**src/rtl/gauss_pkg.sv**
```systemverilog
// Shared definitions for the Gaussian stream sequencer.
// Holds the FSM state encoding, the default frame geometry and filter
// latency, and a constant clog2 helper used to size the counters.
package gauss_pkg;

    typedef enum logic [2:0] {
        S_IDLE   = 3'd0,
        S_STREAM = 3'd1,
        S_PAD    = 3'd2,
        S_FLUSH  = 3'd3,
        S_DONE   = 3'd4
    } state_t;

    localparam int DEF_IMG_W = 400;
    localparam int DEF_IMG_H = 300;
    localparam int DEF_PAD   = 3;
    localparam int DEF_PRIME = 806;

    // Ceiling log2; callers pass (max_value + 1) so every width is >= 1.
    function automatic int clog2(input int value);
        int v;
        int r;
        v = value - 1;
        r = 0;
        while (v > 0) begin
            r = r + 1;
            v = v >> 1;
        end
        return r;
    endfunction

endpackage

```
**src/rtl/gauss_mod_counter.sv**
```systemverilog
// Modulo counter used for the input and output column positions.
// Ports:
//   clk, rst   clock, synchronous active-high reset
//   en         advance by one (wraps from MODULUS-1 to 0)
//   clr        return to 0; wins over en
//   count      current value, 0..MODULUS-1
//   wrap       high while count sits at its terminal value MODULUS-1
module gauss_mod_counter #(
    parameter int WIDTH   = 4,
    parameter int MODULUS = 10
) (
    input  logic             clk,
    input  logic             rst,
    input  logic             en,
    input  logic             clr,
    output logic [WIDTH-1:0] count,
    output logic             wrap
);

    localparam logic [WIDTH-1:0] LAST = WIDTH'(MODULUS - 1);

    assign wrap = (count == LAST);

    // NOTE: sequential state is written with non-blocking assignments only,
    // so every flop samples the pre-edge values of the others.
    always_ff @(posedge clk) begin
        if (rst || clr) begin
            count <= '0;
        end else if (en) begin
            count <= wrap ? '0 : count + WIDTH'(1);
        end
    end

endmodule

```
**src/rtl/gauss_stream_sequencer.sv**
```systemverilog
// Sequences one frame through the Gaussian line-buffer filter.
// Pops pixels from the upstream FIFO, appends PAD zero slots after every
// row, then flushes zeros until every real pixel has left the filter.
// Downstream writes start once the filter is primed (PRIME slots) and skip
// pad positions. Every slot stalls while the downstream FIFO is full.
// Ports:
//   clk, rst            clock, synchronous active-high reset
//   start               begin a frame (honoured only in IDLE)
//   in_valid/in_data    upstream FIFO not-empty flag and head pixel
//   in_rd_en            upstream pop
//   g_din/g_clk_en      filter input and slot advance
//   g_dout              filter output
//   out_full            downstream FIFO full
//   out_wr_en/out_data  downstream push and data (= g_dout)
//   busy                high outside IDLE
//   done                one-cycle end-of-frame pulse
module gauss_stream_sequencer
    import gauss_pkg::*;
#(
    parameter int DATA_W = 8,
    parameter int IMG_W  = DEF_IMG_W,
    parameter int IMG_H  = DEF_IMG_H,
    parameter int PAD    = DEF_PAD,
    parameter int PRIME  = DEF_PRIME
) (
    input  logic              clk,
    input  logic              rst,
    input  logic              start,
    input  logic              in_valid,
    input  logic [DATA_W-1:0] in_data,
    output logic              in_rd_en,
    output logic [DATA_W-1:0] g_din,
    output logic              g_clk_en,
    input  logic [DATA_W-1:0] g_dout,
    input  logic              out_full,
    output logic              out_wr_en,
    output logic [DATA_W-1:0] out_data,
    output logic              busy,
    output logic              done
);

    localparam int SPAN    = IMG_W + PAD;
    localparam int TOTAL   = IMG_W * IMG_H;
    localparam int COL_W   = clog2(SPAN + 1);
    localparam int PRIME_W = clog2(PRIME + 1);
    localparam int CNT_W   = clog2(TOTAL + 1);
    localparam int ROW_W   = clog2(IMG_H + 1);

    localparam logic [COL_W-1:0]   LAST_PIX  = COL_W'(IMG_W - 1);
    localparam logic [COL_W-1:0]   ROW_PIXS  = COL_W'(IMG_W);
    localparam logic [PRIME_W-1:0] PRIME_C   = PRIME_W'(PRIME);
    localparam logic [CNT_W-1:0]   TOTAL_C   = CNT_W'(TOTAL);
    localparam logic [ROW_W-1:0]   LAST_ROW  = ROW_W'(IMG_H - 1);

    state_t             state, state_nxt;
    logic               slot;
    logic               clr;
    logic [COL_W-1:0]   in_col, out_col;
    logic               row_end;
    logic               out_wrap_unused;
    logic [PRIME_W-1:0] prime_cnt;
    logic [CNT_W-1:0]   out_cnt;
    logic [ROW_W-1:0]   in_row;
    logic               prime_full;
    logic               last_row;
    logic               frame_written;

    assign prime_full    = (prime_cnt == PRIME_C);
    assign last_row      = (in_row == LAST_ROW);
    assign frame_written = (out_cnt == TOTAL_C);

    assign g_clk_en  = slot;
    assign out_data  = g_dout;
    assign busy      = (state != S_IDLE);
    assign done      = (state == S_DONE);
    // Pad columns of the output stream and anything past the frame's last
    // pixel are consumed by the filter but never pushed downstream.
    assign out_wr_en = slot && prime_full && (out_col < ROW_PIXS) && !frame_written;

    gauss_mod_counter #(.WIDTH(COL_W), .MODULUS(SPAN)) u_in_col (
        .clk   (clk),
        .rst   (rst),
        .en    (slot),
        .clr   (clr),
        .count (in_col),
        .wrap  (row_end)
    );

    gauss_mod_counter #(.WIDTH(COL_W), .MODULUS(SPAN)) u_out_col (
        .clk   (clk),
        .rst   (rst),
        .en    (slot && prime_full),
        .clr   (clr),
        .count (out_col),
        .wrap  (out_wrap_unused)
    );

    always_ff @(posedge clk) begin
        if (rst) begin
            state     <= S_IDLE;
            prime_cnt <= '0;
            out_cnt   <= '0;
            in_row    <= '0;
        end else begin
            state <= state_nxt;
            if (clr) begin
                prime_cnt <= '0;
                out_cnt   <= '0;
                in_row    <= '0;
            end else begin
                if (slot && !prime_full) prime_cnt <= prime_cnt + PRIME_W'(1);
                if (out_wr_en)           out_cnt   <= out_cnt + CNT_W'(1);
                if (state == S_PAD && slot && row_end && !last_row)
                    in_row <= in_row + ROW_W'(1);
            end
        end
    end

    // NOTE: every output of this block gets a default first, so no path
    // through the case can leave one unassigned and infer a latch.
    always_comb begin
        state_nxt = state;
        slot      = 1'b0;
        clr       = 1'b0;
        in_rd_en  = 1'b0;
        g_din     = '0;
        case (state)
            S_IDLE: begin
                if (start) begin
                    state_nxt = S_STREAM;
                    clr       = 1'b1;
                end
            end
            S_STREAM: begin
                if (in_valid && !out_full) begin
                    slot     = 1'b1;
                    in_rd_en = 1'b1;
                    g_din    = in_data;
                    if (in_col == LAST_PIX) state_nxt = S_PAD;
                end
            end
            S_PAD: begin
                if (!out_full) begin
                    slot = 1'b1;
                    if (row_end) state_nxt = last_row ? S_FLUSH : S_STREAM;
                end
            end
            S_FLUSH: begin
                // Once the last pixel has been written the filter needs no
                // further drain slots.
                if (frame_written)  state_nxt = S_DONE;
                else if (!out_full) slot      = 1'b1;
            end
            S_DONE:  state_nxt = S_IDLE;
            default: state_nxt = S_IDLE;
        endcase
    end

endmodule

```
**config.mk**
```make
export PLATFORM = sky130hd
export DESIGN_NAME = gauss_stream_sequencer
export DESIGN_NICKNAME = d
export VERILOG_FILES = /design/src/rtl/gauss_pkg.sv /design/src/rtl/gauss_mod_counter.sv /design/src/rtl/gauss_stream_sequencer.sv
export SDC_FILE = /design/constraint.sdc
export NUM_CORES = 1
export LEC_CHECK = 0
export ABC_AREA = 0
export BUFFER_PORTS_ARGS = -buffer_cell sky130_fd_sc_hd__buf_2
export CAP_MARGIN = 5
export CORE_MARGIN = 4
export CORE_UTILIZATION = 32
export CTS_BUF_LIST = sky130_fd_sc_hd__clkbuf_4 sky130_fd_sc_hd__clkbuf_8
export CTS_CLUSTER_DIAMETER = 30
export DETAILED_ROUTE_END_ITERATION = 8
export PLACE_DENSITY = 0.48
export SETUP_SLACK_MARGIN = 0.1
export SLEW_MARGIN = 15
export SYNTH_ARGS = -nofsm -noshare
export SYNTH_HDL_FRONTEND = slang
export SYNTH_SLANG_ARGS = --single-unit
```
**constraint.sdc**
```tcl
create_clock -name clk -period 3.6 [get_ports clk]
set_clock_uncertainty 0.1 [all_clocks]
set_input_delay 0.54 -clock clk [delete_from_list [all_inputs] [get_ports clk]]
set_output_delay 0.54 -clock clk [all_outputs]
set_load 0.005 [all_outputs]
```
Word level (Yosys, flattened, before mapping)
Index checks and enable logic that the tools add are counted.

cells by class
  $lt $le $gt $ge = 1
  reduce and logical (&&, ||, !) cells = 17
  add/sub/neg operators = 5
  multiplexer cells = 19
  eq/ne operators = 16

operators by type and width
  kind                   count
  $eq 9x9->1 const B     4
  $add 9x1->9 const B    3
  $mux 3                 6
  $mux 9                 2
  $add 17x1->17 const B  1
  $eq 17x17->1 const B   1
  $mux 8                 2
  $ne 2x2->1 const B     6
  $pmux 3 s4             1
  $add 10x1->10 const B  1
  $eq 10x10->1 const B   1
  $lt 9x9->1 const B     1
  $logic_and 1x1->1      8
  $eq 3x2->1 const B     2
  $mux 1                 6
  $reduce_and 6->1       1
  $logic_not 1->1        4
  $eq 3x1->1 const B     1
  $eq 3x3->1 const B     1
  $logic_not 3->1        1
  $pmux 1 s3             1
  $reduce_bool 3->1      1
  $mux 2                 1
  $reduce_or 2->1        1
  $logic_or 1x1->1       1

word-level totals
  register bits after elaboration = 57
  output and inout port bits = 21
  input port bits = 21

Logic depth before layout (Yosys ltp)
Gate-level depths: netlist (run 1).

  depth in word-level cells = 7
  gate-level depth with buffers = 10
  gate-level depth less buffers = 8

By module
Synthesis (run 1) repeated with hierarchy kept, for this count alone.

unflattened totals
  cells, all modules = 375
  area, all modules = 3181.8 µm²

by module, submodules not included
  module                  cells each  area each (µm²)  instances  seq. area each (µm²)
  gauss_stream_sequencer  279         2278.4           1          780.7
  gauss_mod_counter       48          451.7            2          180.2

Worst setup path after synthesis (run 1)
OpenSTA, ideal clock, no wires.

  kind = in2reg
  from = input out_full
  to = register out_cnt[3]
  required time = 3430 ps
  path buffers = 1
  stages on the path = 6
  slack = 1177 ps
  data arrival time = 2252 ps
  cell sequence = nand4bb_4 or4_1 o22a_4 buf_6 or4_1 a21oi_1

between the ends
  cells in the longest elaborated chain, start to end = 7

ends and longest elaborated chain
  element                             line                           RTL
  from (decl)                         gauss_stream_sequencer.sv:35   input logic out_full,
  $logic_not 1->1                     --
  $logic_and 1x1->1                   gauss_stream_sequencer.sv:135  if (in_valid && !out_full) begin
  $mux 1                              gauss_stream_sequencer.sv:135
  $pmux 1 s3 (*)                      gauss_stream_sequencer.sv:127  case (state)
  $logic_and 1x1->1 (*) (3 in a row)  gauss_stream_sequencer.sv:78   assign out_wr_en = slot && prime_full && (out_col < ROW_PIXS) && !frame_written;
  to (signal assigned)                gauss_stream_sequencer.sv:112  if (out_wr_en) out_cnt <= out_cnt + CNT_W'(1);
  to (decl)                           gauss_stream_sequencer.sv:62   logic [CNT_W-1:0] out_cnt;

Every way passes the cells marked *; elsewhere a longest branch is shown, timed or not.
A chain may end at the register's enable or synchronous reset.

Worst setup path after layout (run 1)
  from = register out_cnt[8]
  to = output g_clk_en

between the ends
  cells in the longest elaborated chain, start to end = 3

ends and longest elaborated chain
  element       line                           RTL
  $eq 17x17->1  gauss_stream_sequencer.sv:70   assign frame_written = (out_cnt == TOTAL_C);
  $mux 1        gauss_stream_sequencer.sv:151  if (frame_written) state_nxt = S_DONE;
  $pmux 1 s3    gauss_stream_sequencer.sv:127
  to (decl)     gauss_stream_sequencer.sv:33   output logic g_clk_en,

No other way between the ends.

==> results.txt, run 1 <==
Syn Nets - 413
outcome - finished clean
vias in the first global route - 2735
number of synthesized flops with an enable pin - 0
minimum clock period - 3.23 ns
Most used DFF post-synth - dfxtp_1
Skew-Pair Late Insertion Delay - 0.34 ns
Placed Area - 3430 um2
critical path, cell by cell - or4_1 > nor4_4 > o21a_1 > inv_2 > buf_2
CTS Sinks - 57
DRC - 0
crit path buf inv count - 2
total power - 1.34 mW
hold slack - 0.328 ns
post-route ant nets - 0
cell area after layout - 3630 um2
fin nets - 428
Post-CTS Hold Fix Bufs - 0
RSZ-0062 raised after global routing - false
Die H - 109 um
cell family with most CP delay - simple AND/OR/NAND/NOR gates
Critical Path RT - 2.96 ns
num ports - 42
port bufs - 25
asr flop ratio synth - 0%
Finish-stage setup viols - 0
crit path max fanout - 18
CTS clock-pin slew for the worst setup and hold paths - 0.06 ns
core box area - 9860 um2
Netlist cell types - 55
Register Area - 1140 um2
WL/cell - 13.7 um
row count - 36
Area contributors post-synth - dfxtp_1 (35%), or4_1 (5.1%), a21oi_1 (4.6%)
Syn Area/Cell - 8.52 um2
Tot GR Track Use - 13.6%
grt total ovfl - 0
Detailed Place HPWL - 5000 um
deepest clock path buffer count - 2
Starting Density - 33.1%
worst hold path class - in2reg
top-area cell type share of the netlist area - 35.0%
crit share post-route - 89.7%
H-tree lvl count - 3
Rel. slew slack - 30.4%
pwr dens - 368 nW/um2
Post-Syn Area - 3260 um2
Synth Instances - 383
reg-to-reg startpoint - out_cnt[8]
Fin Setup TNS - 0 ns
crit start category - flop
highest clock rate - 310 MHz
Hold Path Origin - rst
synthesis-to-finish area growth - 11.4%
diodes inserted - 0
register bit total from synthesis - 57
Place WS - 0.722 ns
Seq/Total Area, Yosys - 35.0%
die area - 11900 um2
Slew Limit Fails - 0
via count of the routed design - 2872
crit path DAT - 2.59 ns
Slew @ Worst Pin - 1.03 ns
Worst VDD drop - 0.190 mV
Setup crit start - out_cnt[8]
initial antenna violation count - 0
Initial DRC Count - 112
setup bufs post-CTS - 0
PostCTS Resize Cnt - 0
Final Hold Fails - 0
clock tree from TritonCTS - built
first-pass GRT wire length - 12900 um
fill count - 998
Setup crit end kind - primary output
total CTS buffers - 9
Via density - 5.36
Placer Congestion - 0.780
Worst path max stage delay - 0.55 ns
1st-pass router iterations - 4
clock root cell - clkbuf_8
Synth top cells by count - dfxtp_1 (57), nand2_1 (35), a21oi_1 (30), or4_1 (22), nor2_1 (20)
largest net degree at the start of global routing - 32
Die Width - 109 um
crit path kind - reg2out
final WL - 7330 um
Max Cap Viol - 0
Yosys Warn Count - 0
cell with the most instances after synthesis - dfxtp_1
setup slack after layout - 0.372 ns
multi-input logic area - 1920 um2
CP max stage cell - or4_1
cell type with the highest aggregate area in the netlist - dfxtp_1
Leak Pwr - 1.22 nW
share of layout cells above drive strength 1 - 14.6%
-- state kept, by name, indices dropped and copies added, names as in the netlist --
signal and flops:
out_cnt 17, prime_cnt 10, in_row 9, u_in_col.count 9
u_out_col.count 9, state 3
-- where the power goes --
part	leakage, nW	switching, mW	internal [mW]
Combinational	0.657	0.0554	0.0316
Sequential	0.459	0.00952	0.635
Clock	0.0987	0.263	0.343
-- stage by stage --
| stage | util (%) | instances |
|---|---|---|
| 2_1_floorplan | - | 383 |
| 3_3_place_gp | 34.8 | 520 |
| 3_5_place_dp | 34.8 | 520 |
| 4_1_cts | 36.8 | 536 |
| 5_1_grt | 36.8 | 536 |
| 6_report | 36.8 | 536 |
-- layer usage --
layer	global-route usage, %	part of all wire [%]	up-vias
met5	0	0	-
met4	5.86	1.8	0
met3	4.09	4.7	15
met2	22.1	46	54
met1	16.7	48	1326
li1	-	-	1477
-- path summary, 6_finish.rpt --
path	depth (start not counted)	endpoint	slack [ns]
worst max-delay path	5	g_clk_en	0.37
worst min-delay path	2	state[0]	0.33
worst max register to register	6	u_in_col.count[1]	0.78
worst min register to register	2	u_in_col.count[8]	0.39
-- placed cells by master (no fill, tap or decap), types with 4 or more instances in the layout --
cell type	n
buf_2	25
or3_1	16
o21ai_0	12
nor4_1	5
ha_1	9
or4bb_1	4
nand4bb_1	4
a21oi_1	30
nand2_1	35
buf_4	6
xor2_1	7
and3_1	8
o31ai_1	12
and2_1	10
or4_1	22
dfxtp_1	57
nand3_1	19
o211ai_1	9
inv_1	10
mux2i_1	6
nand4_1	13
nor2_1	20
nor3_1	4
clkbuf_8	10
-- area by class of cell --
cell class | instances | area share, %
timing repair buffer | 31 | 4.68
tap | 133 | 4.58
sequential | 57 | 31.4
clock buffer | 11 | 3.99
inverter | 11 | 1.14
clock inverter | 5 | 1.51
multi-input combinational | 288 | 52.7
-- cells by family after synthesis --
logic type,share of synthesized area (%)
compound gates,17.8
xor+xnor,2.42
fa+ha+maj,3.45
buf+inv,6.29
flops,35.0
mux,1.84
simple gates,33.2
No activity file was read; power rests on OpenSTA's default activity.
==> run 2: changes to the inputs <==
Settings changed: CORE_MARGIN 4 to not set, CTS_CLUSTER_DIAMETER 30 to 200.
==> run 2 against run 1 <==
Effect of this change: worst hold slack lost 0.0062 ns; non-clock buffer count down 1; critical path depth is 1 lower; wire length fell by 1.2%; sequential power hardly changed; utilization grew 0.080 points; maximum frequency up 11%; global-route usage is 1.5 points higher; via count hardly changed; combinational power decreased by 2%; critical endpoint is now out_wr_en.
==> results.txt, run 2 (synthesized netlist as in run 1, its figures left out) <==
pwr dens - 371 nW/um2 (+0.85%)
core box area - 9820 um2 (-0.46%)
highest clock rate - 343 MHz (+11%)
largest net degree at the start of global routing - 34 (+6.3%)
Via density - 5.37 (+0.30%)
1st-pass router iterations - 4 (unchanged)
cell family with most CP delay - simple AND/OR/NAND/NOR gates
total CTS buffers - 9 (unchanged)
post-route ant nets - 0 (unchanged)
final WL - 7240 um (-1.2%)
Worst path max stage delay - 0.50 ns (-0.05 ns)
DRC - 0 (unchanged)
Fin Setup TNS - 0 ns (unchanged)
clock root cell - clkbuf_8
fin nets - 427 (-0.23%)
H-tree lvl count - 3 (unchanged)
initial antenna violation count - 0 (unchanged)
Skew-Pair Late Insertion Delay - 0.34 ns (about the same)
crit path DAT - 2.27 ns (-0.32 ns)
Initial DRC Count - 123 (+9.8%)
Detailed Place HPWL - 4870 um (-2.5%)
crit start category - flop
Placer Congestion - 0.737 (-5.5%)
Die Width - 103 um (-5.5%)
num ports - 42 (unchanged)
worst hold path class - in2reg
Rel. slew slack - 29.0% (-1.4 points)
commonest non-fill, non-tap cells in the layout - dfxtp_1 (57), nand2_1 (35), a21oi_1 (30), buf_2 (25), or4_1 (22)
final std cells w/o fill - 534 (-0.37%)
Final Core Density - 36.9% (+0.080 points)
CP max stage cell - a2111oi_2
Setup crit end kind - primary output
Post-Place Cells - 519 (-0.19%)
max reg flops - 17 (unchanged)
deepest clock path buffer count - 2 (unchanged)
Critical Path RT - 2.96 ns (about the same)
port bufs - 25 (unchanged)
outcome - finished clean
total power - 1.35 mW (+0.60%)
PostCTS Resize Cnt - 0 (unchanged)
first-pass GRT wire length - 12600 um (-2.5%)
minimum clock period - 2.91 ns (-0.315 ns)
WL/cell - 13.6 um (-0.82%)
Tot GR Track Use - 15.1% (+1.5 points)
RSZ-0062 raised after global routing - false
Largest Register - out_cnt
CTS clock-pin slew for the worst setup and hold paths - 0.07 ns (about the same)
grt total ovfl - 0 (unchanged)
crit path buf inv count - 1 (-1)
Finish-stage setup viols - 0 (unchanged)
hold slack - 0.322 ns (-0.00619 ns)
Worst VDD drop - 0.176 mV (-7.5%)
Slew Limit Fails - 0 (unchanged)
Final Hold Fails - 0 (unchanged)
crit path kind - reg2out
setup bufs post-CTS - 0 (unchanged)
crit share post-route - 80.9% (-8.8 points)
critical path, cell by cell - or3b_1 > or3_1 > a2111oi_2 > buf_2
Die H - 103 um (-5.5%)
Post-CTS Hold Fix Bufs - 0 (unchanged)
fill count - 1046 (+4.8%)
Slew @ Worst Pin - 1.06 ns (+0.0358 ns)
top flop regs - out_cnt x17, prime_cnt x10
Starting Density - 33.2% (+0.15 points)
synthesis-to-finish area growth - 11.2%
clock tree from TritonCTS - built
die area - 10600 um2 (-11%)
commonest non-fill, non-tap cell in the layout - dfxtp_1
Leak Pwr - 1.22 nW (+0.19%)
diodes inserted - 0 (unchanged)
CTS Sinks - 57 (unchanged)
Max Cap Viol - 0 (unchanged)
crit path max fanout - 9 (-9)
vias in the first global route - 2660 (-2.7%)
row count - 36 (unchanged)
share of layout cells above drive strength 1 - 14.2% (-0.43 points)
via count of the routed design - 2870 (-0.070%)
## run 2: worst paths after layout
check	startpoint	slack, ns	end	cells after the start
min reg2reg	u_in_col.count[8]	0.39	u_in_col.count[8]	2
min	rst	0.32	state[0]	2
max reg2reg	state[1]	1.00	out_cnt[13]	5
max	prime_cnt[2]	0.69	out_wr_en	4
## run 2: report_power, final
group	internal [mW]	leakage (nW)	switching, mW
combinational	0.0301	0.653	0.0551
sequential	0.635	0.459	0.00976
clock	0.359	0.106	0.257
total	1.02	1.22	0.322
## run 2: metal layers
layer	global-route usage [%]	up-vias	wire length, um
li1	-	1467	-
met1	19.9	1350	3660
met2	24.0	44	3220
met3	3.32	9	263
met4	5.85	0	101
met5	0	-	0
## run 2: worst reg2reg max path, cell delays in order, from the launching register on
cell,delay [ns]
dfxtp_1,0.60
nand4bb_4,0.17
or4_1,0.59
o22a_4,0.35
or4_1,0.54
a21oi_1,0.16
## run 2: cell type report
class / instances / area [um2] / share of cell area [%]
clock inverter: 3 / 40.0 / 1.10
timing repair buffer: 30 / 163 / 4.49
inverter: 11 / 41.3 / 1.14
clock buffer: 12 / 159 / 4.38
multi-input combinational: 288 / 1920 / 52.8
tap: 133 / 166 / 4.59
sequential: 57 / 1140 / 31.5
## run 2: metrics by stage
stage | setup slack [ns] | cell area [um2]
after floorplan | 1.18 | 3260
after global placement | 0.901 | 3430
after detailed placement | 0.845 | 3430
after CTS | 0.611 | 3630
after global routing | 0.438 | 3630
final | 0.687 | 3630
